[src/rtl/fetch_decode.sv]
// fetch_decode: CHIP-8 fetch / register-read / decode stage feeding the execute stage.
// Optional: define ILLEGAL_TRAP_EN to halt in a terminal TRAP state on an undecodable opcode.
module fetch_decode #(
    parameter int ADDR_W        = 12,
    parameter int SETTLE_CYCLES = 2
) (
    input  logic              clk,
    input  logic              rst,
    input  logic              run,
    output logic              mem_r_en,
    output logic [ADDR_W-1:0] mem_r_addr,
    input  logic [15:0]       mem_r_data,
    input  logic [15:0]       pc_rd,
    output logic [15:0]       pc_wr,
    output logic              pc_en,
    output logic [3:0]        rx_addr,
    output logic [3:0]        ry_addr,
    input  logic [7:0]        rx_data,
    input  logic [7:0]        ry_data,
    output logic [5:0]        decode,
    output logic [7:0]        val,
    output logic [3:0]        x,
    output logic [11:0]       addr,
    output logic [7:0]        vx,
    output logic [7:0]        vy,
    input  logic              exec_busy,
    output logic              illegal,
    output logic              trap
);

    localparam int CNT_W = $clog2(SETTLE_CYCLES + 1);

    typedef enum logic [2:0] {
        S_IDLE   = 3'd0,
        S_FETCH  = 3'd1,
        S_LATCH  = 3'd2,
        S_REGRD  = 3'd3,
        S_ISSUE  = 3'd4,
        S_SETTLE = 3'd5
`ifdef ILLEGAL_TRAP_EN
        ,
        S_TRAP   = 3'd6
`endif
    } state_t;

    state_t            state_q, state_d;
    logic [15:0]       ir_q, ir_d;
    logic [CNT_W-1:0]  cnt_q, cnt_d;
    logic [5:0]        decode_q, decode_d;
    logic [7:0]        val_q, val_d;
    logic [3:0]        x_q, x_d;
    logic [11:0]       addr_q, addr_d;
    logic [7:0]        vx_q, vx_d;
    logic [7:0]        vy_q, vy_d;
    logic              illegal_q, illegal_d;
    logic [5:0]        op_code;
`ifdef ILLEGAL_TRAP_EN
    logic              trap_q, trap_d;
`endif

    // Opcode to operation code; 0 marks an undecodable opcode.
    function automatic logic [5:0] decode_op(input logic [15:0] op);
        logic [5:0] d;
        d = 6'd0;
        case (op[15:12])
            4'h0: begin
                if (op == 16'h00E0)      d = 6'd1;
                else if (op == 16'h00EE) d = 6'd2;
            end
            4'h1: d = 6'd3;
            4'h2: d = 6'd4;
            4'h3: d = 6'd5;
            4'h4: d = 6'd6;
            4'h5: if (op[3:0] == 4'h0) d = 6'd7;
            4'h6: d = 6'd8;
            4'h7: d = 6'd9;
            4'h8: begin
                if (op[3] == 1'b0)         d = 6'd10 + {3'b000, op[2:0]};
                else if (op[3:0] == 4'hE)  d = 6'd18;
            end
            4'h9: if (op[3:0] == 4'h0) d = 6'd19;
            4'hA: d = 6'd20;
            4'hB: d = 6'd21;
            4'hC: d = 6'd22;
            4'hD: d = 6'd23;
            4'hE: begin
                if (op[7:0] == 8'h9E)      d = 6'd24;
                else if (op[7:0] == 8'hA1) d = 6'd25;
            end
            4'hF: begin
                case (op[7:0])
                    8'h07:   d = 6'd26;
                    8'h0A:   d = 6'd27;
                    8'h15:   d = 6'd28;
                    8'h18:   d = 6'd29;
                    8'h1E:   d = 6'd30;
                    8'h29:   d = 6'd32;
                    8'h33:   d = 6'd33;
                    8'h55:   d = 6'd34;
                    8'h65:   d = 6'd35;
                    default: d = 6'd0;
                endcase
            end
            default: d = 6'd0;
        endcase
        return d;
    endfunction

    assign op_code = decode_op(ir_q);

    always_comb begin
        state_d   = state_q;
        ir_d      = ir_q;
        cnt_d     = cnt_q;
        decode_d  = 6'd0;
        illegal_d = 1'b0;
        val_d     = val_q;
        x_d       = x_q;
        addr_d    = addr_q;
        vx_d      = vx_q;
        vy_d      = vy_q;
`ifdef ILLEGAL_TRAP_EN
        trap_d    = trap_q;
`endif
        case (state_q)
            S_IDLE: begin
                if (run) state_d = S_FETCH;
            end
            S_FETCH: begin
                state_d = S_LATCH;
            end
            S_LATCH: begin
                ir_d    = mem_r_data;
                state_d = S_REGRD;
            end
            S_REGRD: begin
                // Register data is sampled at the end of REGRD so vx/vy are valid with decode.
                decode_d  = op_code;
                illegal_d = (op_code == 6'd0);
                val_d     = ir_q[7:0];
                x_d       = ir_q[11:8];
                addr_d    = ir_q[11:0];
                vx_d      = rx_data;
                vy_d      = ry_data;
`ifdef ILLEGAL_TRAP_EN
                if (op_code == 6'd0) trap_d = 1'b1;
`endif
                state_d   = S_ISSUE;
            end
            S_ISSUE: begin
                // The ISSUE cycle itself counts as the first settle cycle.
                cnt_d   = CNT_W'(SETTLE_CYCLES - 1);
                state_d = S_SETTLE;
`ifdef ILLEGAL_TRAP_EN
                if (trap_q) state_d = S_TRAP;
`endif
            end
            S_SETTLE: begin
                if (cnt_q > CNT_W'(1)) begin
                    cnt_d = cnt_q - CNT_W'(1);
                end else if (!exec_busy) begin
                    state_d = run ? S_FETCH : S_IDLE;
                end
            end
`ifdef ILLEGAL_TRAP_EN
            S_TRAP: begin
                state_d = S_TRAP;
            end
`endif
            default: begin
                state_d = S_IDLE;
            end
        endcase
    end

    always_ff @(posedge clk) begin
        if (!rst) begin
            state_q   <= S_IDLE;
            ir_q      <= 16'h0000;
            cnt_q     <= '0;
            decode_q  <= 6'd0;
            illegal_q <= 1'b0;
            val_q     <= 8'h00;
            x_q       <= 4'h0;
            addr_q    <= 12'h000;
            vx_q      <= 8'h00;
            vy_q      <= 8'h00;
`ifdef ILLEGAL_TRAP_EN
            trap_q    <= 1'b0;
`endif
        end else begin
            state_q   <= state_d;
            ir_q      <= ir_d;
            cnt_q     <= cnt_d;
            decode_q  <= decode_d;
            illegal_q <= illegal_d;
            val_q     <= val_d;
            x_q       <= x_d;
            addr_q    <= addr_d;
            vx_q      <= vx_d;
            vy_q      <= vy_d;
`ifdef ILLEGAL_TRAP_EN
            trap_q    <= trap_d;
`endif
        end
    end

    // Strobes and addresses are pure functions of the registered state and ir.
    assign mem_r_en   = (state_q == S_FETCH);
    assign mem_r_addr = mem_r_en ? pc_rd[ADDR_W-1:0] : '0;
    assign pc_en      = (state_q == S_LATCH);
    assign pc_wr      = pc_en ? (pc_rd + 16'd1) : 16'h0000;
    assign rx_addr    = (ir_q[15:12] == 4'hB) ? 4'h0 : ir_q[11:8];
    assign ry_addr    = ir_q[7:4];

    assign decode  = decode_q;
    assign illegal = illegal_q;
    assign val     = val_q;
    assign x       = x_q;
    assign addr    = addr_q;
    assign vx      = vx_q;
    assign vy      = vy_q;
`ifdef ILLEGAL_TRAP_EN
    assign trap    = trap_q;
`else
    assign trap    = 1'b0;
`endif

endmodule

[config.mk]
export PLATFORM = sky130hd
export DESIGN_NAME = fetch_decode
export DESIGN_NICKNAME = d
export VERILOG_FILES = /design/src/rtl/fetch_decode.sv
export SDC_FILE = /design/constraint.sdc
export NUM_CORES = 1
export LEC_CHECK = 0
export ABC_AREA = 1
export BUFFER_PORTS_ARGS = -buffer_cell sky130_fd_sc_hd__buf_2
export CAP_MARGIN = 25
export CORE_MARGIN = 8
export CORE_UTILIZATION = 43
export DETAILED_ROUTE_END_ITERATION = 6
export GPL_TIMING_DRIVEN = 0
export HOLD_SLACK_MARGIN = 0.02
export PLACE_DENSITY = 0.88
export SLEW_MARGIN = 20
export SYNTH_ARGS = -nofsm -noshare
export SYNTH_HDL_FRONTEND = slang
export SYNTH_SLANG_ARGS = --single-unit
[constraint.sdc]
create_clock -name clk -period 1.4 [get_ports clk]
set_clock_uncertainty 0.1 [all_clocks]
set_input_delay 0.07 -clock clk [delete_from_list [all_inputs] [get_ports clk]]
set_output_delay 0.07 -clock clk [all_outputs]
set_load 0.01 [all_outputs]
==> results of run 1 <==
==> placed cells by master (no fill, tap or decap), drive strengths merged <==
cell,count
o21ai,54
nand3b,1
diode,1
dlygate4sd3,34
nand4,7
buf,195
clkinv,1
nor4,4
xor2,2
clkbuf,14
a21oi,41
xnor2,1
nand3,20
ha,3
inv,56
a211oi,1
clkinvlp,1
conb,1
nand2,77
a22oi,1
a311oi,1
nor3,11
dfxtp,56
a31oi,2
nor2,106
==> per-layer routing <==
layer | vias to the layer above | GRT usage
li1 | 1947 | -
met1 | 2083 | 0.249
met2 | 433 | 0.425
met5 | - | 0
met4 | 0 | 0.0953
met3 | 134 | 0.0656
==> cell usage after synthesis (4+ instances only) <==
library cell / instances
nor4_1: 4
inv_1: 49
nor2_2: 4
nor3_1: 7
buf_4: 17
dfxtp_1: 56
clkbuf_1: 10
a21oi_1: 41
nor2_1: 101
inv_2: 6
nand4_1: 7
nand3_1: 17
nand2_1: 75
o21ai_0: 52
==> stage by stage <==
stage | hold slack [ns] | power (uW) | setup WS [ns] | cells
4_1_cts | 0.0471 | 5030 | -0.302 | 770
2_1_floorplan | 0.0875 | 2990 | -0.0586 | 476
5_1_grt | 0.0761 | 6130 | -0.473 | 789
3_5_place_dp | 0.200 | 3610 | -0.329 | 711
3_3_place_gp | 0.191 | 3560 | -0.213 | 711
6_report | 0.0752 | 5920 | -0.358 | 790
==> power by group through the flow <==
stage	clock network, uW	registers, uW	logic (uW)
3_3_place_gp	0	1980	1590
2_1_floorplan	0	1990	1000
4_1_cts	921	1990	2120
6_report	958	2090	2870
3_5_place_dp	0	1990	1630
5_1_grt	1000	2100	3020
==> worst max-delay path: cells and delay by family <==
family / cells / cell delay, ns
and+or+nand+nor: 7 / 1.06
AOI/OAI and AO/OA: 2 / 0.18
buffers and inverters: 2 / 0.27
==> cell type report <==
type / instances / area share
diodes: 1 / 0.000462
plain buffers: 29 / 0.0441
clock buffers: 5 / 0.0127
clock inverters: 3 / 0.00393
inverters: 55 / 0.0441
multi-input cells: 333 / 0.398
flip-flops and latches: 56 / 0.216
well taps: 99 / 0.0229
repair buffers: 209 / 0.257
==> logic make-up (layout without fill, tap and decap cells) <==
group                    after synthesis  in the layout  synth area share
AO/OA/AOI/OAI                        100            100             0.166
flip-flops                            56             56             0.363
XOR/XNOR                               3              3           0.00852
AND/OR/NAND/NOR                      226            226             0.320
adder cells (fa/ha/maj)                3              3            0.0122
buffers and inverters                 87            301             0.129
other                                  1              2           0.00122
==> flip-flops by register name, summed over array words and instances, names as in the netlist <==
signal,count
illegal,1
x,4
cnt_q,2
vy,8
val,7
decode,6
vx,8
addr,1
ir_q,16
state_q,3
==> worst max path at each step <==
stage,endpoint,cells past startpoint,startpoint
after floorplan,pc_wr[5],4,state_q[2]$_SDFFE_PN0P_
after global placement,pc_wr[12],11,pc_rd[0]
after detailed placement,pc_wr[12],11,pc_rd[0]
after CTS,pc_wr[12],6,state_q[1]$_SDFFE_PN0P_
after global routing,pc_wr[9],10,pc_rd[1]
final,pc_wr[9],11,pc_rd[1]
==> what timing repair did <==
action,in CTS,in global routing
endpoints found under the setup margin,84,86
setup buffers,18,25
hold buffers,34,0
hold endpoints to repair,34,0
pin swaps,17,45
gates resized for setup,125,156
gates cloned,2,2
==> impl_metrics.py, run 1 <==
metrics = {
    "flow_run": {
        "drv_cap": 0,
    },
    "critical_path": {
        "crit_fanout": 4,
        "worstSetupEndpointType": "output port",
        "worstPathArrival_ns": 1.59,
        "path_cells": "buf_2 > nand3_2 > nor2_1 > nand2_1 > nor2_2 > nand2_1 > nor2_1 > nand2_1 > o21ai_1 > a21oi_1 > buf_2",
        "critical_path_required_ns": 1.23,
        "worst_path_most_repeated_cell": "nand2_1",
        "r2r-start": "state_q[1]$_SDFFE_PN0P_",
        "reg2reg_depth": 8,
        "critPathKind": "input port to output port",
        "r2r_setup_slack_ns": -0.28,
        "startpoint_type": "input port",
        "r2r-end": "val[4]$_SDFFE_PN0P_",
        "slowest_delay_ns": 0.21,
        "cpMaxStageDelayCell": "nor2_1",
    },
    "timing": {
        "hold_viol": 0,
        "slew_headroom": 0.626,
        "finalCritPeriodShare": 1.26,
        "timing.final.ws_setup_ns": -0.358,
        "worst_pin_slew_ns": 0.562,
        "fmax_ghz": 0.569,
        "tns_ns": -16.41,
        "setup_viol": 86,
        "period_needed_ns": 1.76,
        "grt_setup_unrepaired": "yes",
        "drv_slew": 0,
    },
    "grt": {
        "grt_pass1_vias": 4111,
        "gr-usage-all-layers": 0.235,
        "grt_pass1_wl_um": 19500,
        "grt_start_max_net_pins": 19,
        "grt-ovfl-total": 0,
        "antenna_found_initial": 0,
    },
    "power_and_ir_drop": {
        "powerDensity_nw_per_um2": 1090,
        "seqPwrFrac": 0.353,
        "clkPwrFrac": 0.162,
        "intPower_uw": 3350,
        "p_comb_frac": 0.485,
        "p_sw_frac": 0.434,
        "switchingPower_uw": 2570,
        "p_leak_uw": 0.00267,
        "ir_worst_vdd_mv": 1.04,
    },
    "routing": {
        "wl_met2_um": 7750,
        "vias": 4597,
        "wl_met1_um": 5290,
        "drtIter0Drc": 436,
        "drtPass1Iterations": 5,
        "top_layer": "met4",
        "drc_errors": 0,
        "wire_per_inst_um": 20.0,
        "vias_per_cell": 5.82,
        "wl_um": 15800,
        "drtAntennaViolNets": 0,
        "wl_met3_um": 1700,
    },
    "worst_hold_path": {
        "min_from": "rst",
        "hold-path-cell-count": 4,
        "hold_path_end": "decode[2]$_SDFF_PN0_",
        "hold_path_class": "input port to flip-flop",
    },
    "yosys": {
        "ys_types": 31,
        "synth_fp_nets": 531,
        "synth-seq-cells": 56,
        "synth.top_cell.area_share": 0.363,
        "synth_largest_area_cell": "dfxtp_1",
        "synth_seq_area_share": 0.363,
        "syn_avg_cell_area_um2": 6.48,
        "syn-instance-count": 476,
        "synth_edf_count": 0,
        "netlist_area_um2": 3090,
        "async_flop_share": 0,
        "synth_warnings": 0,
        "synth_ff_type": "dfxtp_1",
        "synth_area_leaders": "dfxtp_1, nor2_1, nand2_1",
    },
    "floorplan": {
        "die_w_um": 101,
        "core_um2": 7100,
        "start_util": 0.435,
        "dieArea_um2": 10100,
        "pin_count": 138,
        "rows": 31,
        "die-height_um": 101,
    },
    "finish": {
        "fillerInstances": 414,
        "area_growth_pct": 75.6,
        "design_area_um2": 5420,
        "final_nets": 744,
        "multi_input_area_um2": 2160,
        "seq_area_um2": 1170,
        "layout-drive-gt1-share": 0.536,
        "postLayoutCoreUtil": 0.763,
    },
    "outcome": {
        "run_status": "complete, but fails checks",
        "violations": "setup timing",
    },
    "cts": {
        "clk_pin_slew_worst_paths_ns": 0.11,
        "cts_root_buf": "clkbuf_8",
        "h-tree-depth": 2,
        "clock_sinks": 56,
        "cts_buffers": 5,
        "insertion_delay_ns": 0.32,
        "cts_tree": "yes",
        "clk_path_buf_depth": 2,
    },
    "placement": {
        "io_buffers": 136,
        "gp_congestion": 0.908,
        "placed_cell_area_um2": 3900,
        "dp_hpwl_um": 8040,
    },
}
(Power assumes the default switching activity.)
==> run 2: changes to the inputs <==
--- a/config.mk
+++ b/config.mk
@@ -5,11 +5,11 @@
 export SDC_FILE = /design/constraint.sdc
 export NUM_CORES = 1
 export LEC_CHECK = 0
-export ABC_AREA = 1
 export BUFFER_PORTS_ARGS = -buffer_cell sky130_fd_sc_hd__buf_2
 export CAP_MARGIN = 25
 export CORE_MARGIN = 8
-export CORE_UTILIZATION = 43
+export CORE_UTILIZATION = 44
+export CTS_CLUSTER_SIZE = 8
 export DETAILED_ROUTE_END_ITERATION = 6
 export GPL_TIMING_DRIVEN = 0
 export HOLD_SLACK_MARGIN = 0.02
==> run 2 against run 1 <==
Net effect: the run still ends with setup timing left; die area up 3.9%; clock power is 3.2% higher; global-route usage up 3.5 points; register-to-register slack worse by 0.37 ns; critical endpoint is now decode[1]$_SDFF_PN0_; largest cell class unchanged; largest power group unchanged.
==> impl_metrics.py, run 2 <==
metrics = {
    "routing": {
        "vias": 4735,
        "wl_um": 18400,
        "drc_errors": 0,
        "drtIter0Drc": 445,
        "drtAntennaViolNets": 0,
        "drtPass1Iterations": 7,
        "wire_per_inst_um": 24.0,
        "vias_per_cell": 6.18,
    },
    "floorplan": {
        "rows": 31,
        "dieArea_um2": 10500,
        "die-height_um": 103,
        "die_w_um": 103,
        "core_um2": 7250,
        "start_util": 0.456,
        "pin_count": 138,
    },
    "critical_path": {
        "r2r-end": "decode[1]$_SDFF_PN0_",
        "critical_path_required_ns": 1.58,
        "crit_fanout": 4,
        "path_cells": "nor4b_1 > and4_4 > a311o_1 > or3_4 > nor2b_4",
        "critPathKind": "flip-flop to flip-flop",
        "worstSetupEndpointType": "flip-flop",
        "startpoint_type": "flip-flop",
        "cpMaxStageDelayCell": "nor4b_1",
        "slowest_delay_ns": 0.77,
        "worstPathArrival_ns": 2.23,
        "r2r_setup_slack_ns": -0.65,
        "r2r-start": "ir_q[11]$_SDFFE_PN0P_",
        "cp_num_buf_inv": 0,
        "reg2reg_depth": 5,
        "cp_top_family": "simple AND/OR/NAND/NOR gates",
        "cp-startpoint": "ir_q[11]$_SDFFE_PN0P_",
    },
    "finish": {
        "fillerInstances": 305,
        "largest_reg_flops": 16,
        "area_growth_pct": 86.6,
        "num_antenna_cells": 0,
        "largest_register": "ir_q",
        "design_area_um2": 6170,
        "final_nets": 721,
        "final_cell_mix": "buf_2, nand2_1, buf_4",
        "final_common_cell": "buf_2",
        "layout-drive-gt1-share": 0.592,
    },
    "yosys": {
        "ys_types": 59,
        "synthTopCellsByCount": "nand2_1, dfxtp_1, a21boi_0, buf_4, nor2_1",
        "yosysMostFrequentCell": "nand2_1",
        "netlist_area_um2": 3300,
        "syn_avg_cell_area_um2": 7.70,
        "synth_largest_area_cell": "dfxtp_1",
        "synth_ff_type": "dfxtp_1",
        "synth.top_cell.area_share": 0.339,
        "async_flop_share": 0,
        "synth_area_leaders": "dfxtp_1, nand2_1, a21boi_0",
        "synth_fp_nets": 484,
        "synth_warnings": 0,
        "synth-seq-cells": 56,
        "syn-instance-count": 429,
        "synth_seq_area_share": 0.339,
        "synth_edf_count": 0,
    },
    "cts": {
        "cts_buffers": 5,
        "cts_tree": "yes",
        "clock_sinks": 56,
        "clk_path_buf_depth": 2,
        "h-tree-depth": 2,
        "cts_root_buf": "clkbuf_8",
        "clk_pin_slew_worst_paths_ns": 0.12,
        "insertion_delay_ns": 0.34,
    },
    "power_and_ir_drop": {
        "powerDensity_nw_per_um2": 758,
        "p_leak_uw": 0.00273,
        "ir_worst_vdd_mv": 1.03,
        "power_uw": 4670,
    },
    "outcome": {
        "violations": "setup timing",
        "run_status": "complete, but fails checks",
    },
    "grt": {
        "grt_pass1_wl_um": 22000,
        "grt_pass1_vias": 4450,
        "grt-ovfl-total": 0,
        "grt_start_max_net_pins": 19,
        "gr-usage-all-layers": 0.270,
        "antenna_found_initial": 0,
    },
    "timing": {
        "drv_slew": 0,
        "grt_setup_unrepaired": "yes",
        "slew_headroom": 0.449,
        "timing.final.ws_setup_ns": -0.650,
        "worst_pin_slew_ns": 0.815,
        "hold_viol": 0,
        "final.hold.worst_slack_ns": 0.167,
        "finalCritPeriodShare": 1.46,
        "fmax_ghz": 0.488,
        "setup_viol": 89,
        "period_needed_ns": 2.05,
    },
    "placement": {
        "io_buffers": 136,
        "placed_cell_area_um2": 4180,
        "dp_slack_ns": -0.467,
        "dp_hpwl_um": 8090,
        "gp_congestion": 0.906,
    },
    "worst_hold_path": {
        "hold-path-cell-count": 3,
        "hold_path_end": "decode[1]$_SDFF_PN0_",
        "hold_path_class": "input port to flip-flop",
        "min_from": "rst",
    },
    "flow_run": {
        "drv_cap": 0,
    },
}
-- run 2: cell types whose count changed after synthesis, moves of 25 or more --
cell and change:
nor2_1 -82, a21boi_0 +44, inv_1 -41, o21ai_0 -40, a21oi_1 -29, nand2_1 +25
-- run 2: what timing repair did --
action / in CTS / in global routing
hold endpoints to repair: 33 / 0
hold buffers: 33 / 0
buffers inserted: 38 / 19
endpoints found under the setup margin: 79 / 89
pin swaps: 30 / 59
resized for setup: 168 / 164
gates cloned: 7 / 1
-- run 2: tightest hold or removal path, cell delays in order --
cell	delay (ns)
buf_2	0.14
nand2_1	0.28
nor2b_4	0.06
-- run 2: how the worst max path moves through the flow --
stage                           end  slack, ns  cells after the start
4_1_cts          illegal$_SDFF_PN0_      -0.44                      5
6_report       decode[1]$_SDFF_PN0_      -0.65                      5
5_1_grt        decode[1]$_SDFF_PN0_      -0.61                      5
2_1_floorplan    illegal$_SDFF_PN0_      -0.31                      6
3_5_place_dp     illegal$_SDFF_PN0_      -0.47                      5
3_3_place_gp   decode[0]$_SDFF_PN0_      -0.51                      5
-- run 2: kinds of logic after synthesis --
group,count (synthesis),share of synthesized area
AO/OA/AOI/OAI,90,0.192
XOR/XNOR,13,0.0345
adder cells (fa/ha/maj),3,0.0114
buffers and inverters,55,0.0901
flip-flops,56,0.339
other,1,0.00113
AND/OR/NAND/NOR,211,0.332
-- run 2: routing by layer --
layer  track usage  vias up  wire, um
met5             0        -         0
met4         0.176        0      1530
li1              -     1940         -
met3        0.0547      161      1820
met1         0.279     2199      6040
met2         0.484      435      8980
-- run 2: area by class of cell --
class | instances | area (um^2) | area share
multi-input cells | 318 | 2500 | 0.406
repair buffers | 232 | 1810 | 0.293
flip-flops and latches | 56 | 1160 | 0.188
plain buffers | 43 | 425 | 0.0690
well taps | 99 | 124 | 0.0201
clock buffers | 5 | 68.8 | 0.0112
inverters | 10 | 57.6 | 0.00933
clock inverters | 3 | 22.5 | 0.00365
-- run 2: stage by stage --
| step | util | std cells | TNS (ns) |
|---|---|---|---|
| 2_1_floorplan | - | 429 | -1.19 |
| 3_3_place_gp | 0.577 | 664 | -9.38 |
| 3_5_place_dp | 0.577 | 664 | -13.04 |
| 4_1_cts | 0.749 | 749 | -11.65 |
| 5_1_grt | 0.850 | 766 | -26.33 |
| 6_report | 0.850 | 766 | -22.93 |
-- run 2: report_power, final --
group | internal (uW) | switching, uW
sequential | 1660 | 101
combinational | 971 | 952
clock | 362 | 627
total | 2990 | 1680
==> run 3: changes to the inputs <==
==> constraint.sdc (replaced) <==
create_clock -name clk -period 1.4 [get_ports clk]
set_clock_uncertainty 0.1 [all_clocks]
set_input_delay 0.35 -clock clk [delete_from_list [all_inputs] [get_ports clk]]
set_output_delay 0.35 -clock clk [all_outputs]
set_load 0.01 [all_outputs]
==> run 3 against run 2 <==
Net effect: the run still ends with setup timing left; utilization fell by 4.7 points; critical path depth rose by 1; count of clock-buffer cells in the layout did not move; power fell by 7.2%; sequential share of layout area rose by 1.6 points; register-to-register slack improved by 0.06 ns; sequential power barely moved; maximum frequency rose by 3.2%; sequential cell count did not move; worst hold slack got worse by 0.013 ns; wire length fell by 12%.
==> impl_metrics.py, run 3 (synthesis results as in run 2) <==
metrics = {
    "timing": {
        "worst_pin_slew_ns": 0.648,
        "finalCritPeriodShare": 1.42,
        "fmax_ghz": 0.503,
        "setup_viol": 75,
        "timing.final.ws_setup_ns": -0.587,
        "final.hold.worst_slack_ns": 0.155,
        "grt_setup_unrepaired": "yes",
        "hold_viol": 0,
        "period_needed_ns": 1.99,
        "slew_headroom": 0.562,
        "drv_slew": 0,
    },
    "routing": {
        "drc_errors": 0,
        "drtPass1Iterations": 5,
        "vias_per_cell": 5.91,
        "vias": 4354,
        "drtAntennaViolNets": 0,
        "wire_per_inst_um": 22.0,
        "drtIter0Drc": 317,
        "wl_um": 16200,
    },
    "placement": {
        "dp_hpwl_um": 8180,
        "gp_congestion": 0.938,
        "dp_slack_ns": -0.583,
        "io_buffers": 136,
    },
    "floorplan": {
        "core_um2": 7250,
        "rows": 31,
        "pin_count": 138,
        "die-height_um": 103,
        "start_util": 0.456,
        "die_w_um": 103,
        "dieArea_um2": 10500,
    },
    "cts": {
        "cts_tree": "yes",
        "clk_path_buf_depth": 2,
        "cts_root_buf": "clkbuf_8",
        "insertion_delay_ns": 0.32,
        "h-tree-depth": 2,
        "clock_sinks": 56,
        "clk_pin_slew_worst_paths_ns": 0.12,
        "cts_buffers": 5,
    },
    "worst_hold_path": {
        "hold_path_class": "input port to flip-flop",
    },
    "outcome": {
        "run_status": "complete, but fails checks",
        "violations": "setup timing",
    },
    "finish": {
        "postLayoutCoreUtil": 0.803,
        "final_cell_mix": "buf_2, nand2_1, buf_4",
        "largest_reg_flops": 16,
        "largest_register": "ir_q",
        "num_antenna_cells": 0,
        "final_nets": 692,
        "layout-drive-gt1-share": 0.621,
        "final_common_cell": "buf_2",
        "area_growth_pct": 76.3,
    },
    "critical_path": {
        "r2r_setup_slack_ns": -0.59,
        "crit_fanout": 10,
        "worstSetupEndpointType": "flip-flop",
        "startpoint_type": "flip-flop",
        "critPathKind": "flip-flop to flip-flop",
        "critical_path_required_ns": 1.53,
        "worstPathArrival_ns": 2.12,
    },
    "power_and_ir_drop": {
        "ir_worst_vdd_mv": 0.613,
        "power_uw": 4340,
        "powerDensity_nw_per_um2": 745,
        "p_leak_uw": 0.00250,
    },
    "flow_run": {
        "drv_cap": 0,
    },
    "grt": {
        "grt_pass1_wl_um": 20700,
        "grt_pass1_vias": 4103,
        "gr-usage-all-layers": 0.249,
        "grt_start_max_net_pins": 19,
        "antenna_found_initial": 0,
        "grt-ovfl-total": 0,
    },
}
-- run 3: path summary, 6_finish.rpt --
path | start | end | depth (start not counted)
max | ir_q[3]$_SDFFE_PN0P_ | illegal$_SDFF_PN0_ | 6
min | ry_data[6] | vy[6]$_SDFFE_PN0P_ | 3
max reg2reg | ir_q[3]$_SDFFE_PN0P_ | illegal$_SDFF_PN0_ | 6
min reg2reg | val[3]$_SDFFE_PN0P_ | val[3]$_SDFFE_PN0P_ | 2
-- run 3: critical path: stages (launching register included) --
cell	delay [ns]
dfxtp_4	0.43
buf_6	0.16
nor4_2	0.06
o2111ai_2	0.20
o31ai_1	0.13
or4_4	0.55
nor4_2	0.26
-- run 3: cell type report --
type	instances	area, um^2
flip-flops and latches	56	1180
inverters	10	45.0
repair buffers	205	1500
fillers	401	1430
well taps	99	124
clock inverters	3	21.3
clock buffers	5	68.8
multi-input cells	318	2470
plain buffers	41	413
-- run 3: stage by stage --
stage / std cells / cell area (um^2) / TNS (ns)
2_1_floorplan: 429 / 3550 / -2.84
3_3_place_gp: 664 / 4360 / -14.96
3_5_place_dp: 664 / 4360 / -17.51
4_1_cts: 722 / 5320 / -24.98
5_1_grt: 737 / 5830 / -28.57
6_report: 737 / 5830 / -25.19
-- run 3: timing repair --
| action | 4_1_cts | 5_1_grt |
|---|---|---|
| pin swaps | 61 | 34 |
| gates resized for setup | 161 | 104 |
| buffers inserted | 46 | 20 |
| hold buffers | 0 | 0 |
| endpoints found under the hold margin | 0 | 0 |
| setup endpoints to repair | 90 | 94 |
| gates cloned | 6 | 0 |
-- run 3: power breakdown --
part / internal [uW] / switching, uW / total, uW
logic: 826 / 824 / 1650
registers: 1650 / 91.1 / 1740
clock network: 358 / 589 / 947
-- run 3: per-layer routing --
metal  vias to the layer above  track usage  wire (um)
li1                       1878            -          -
met1                      2073        0.261       5340
met2                       293        0.471       8470
met3                       110       0.0479       1200
met4                         0        0.109       1170
met5                         -            0          0
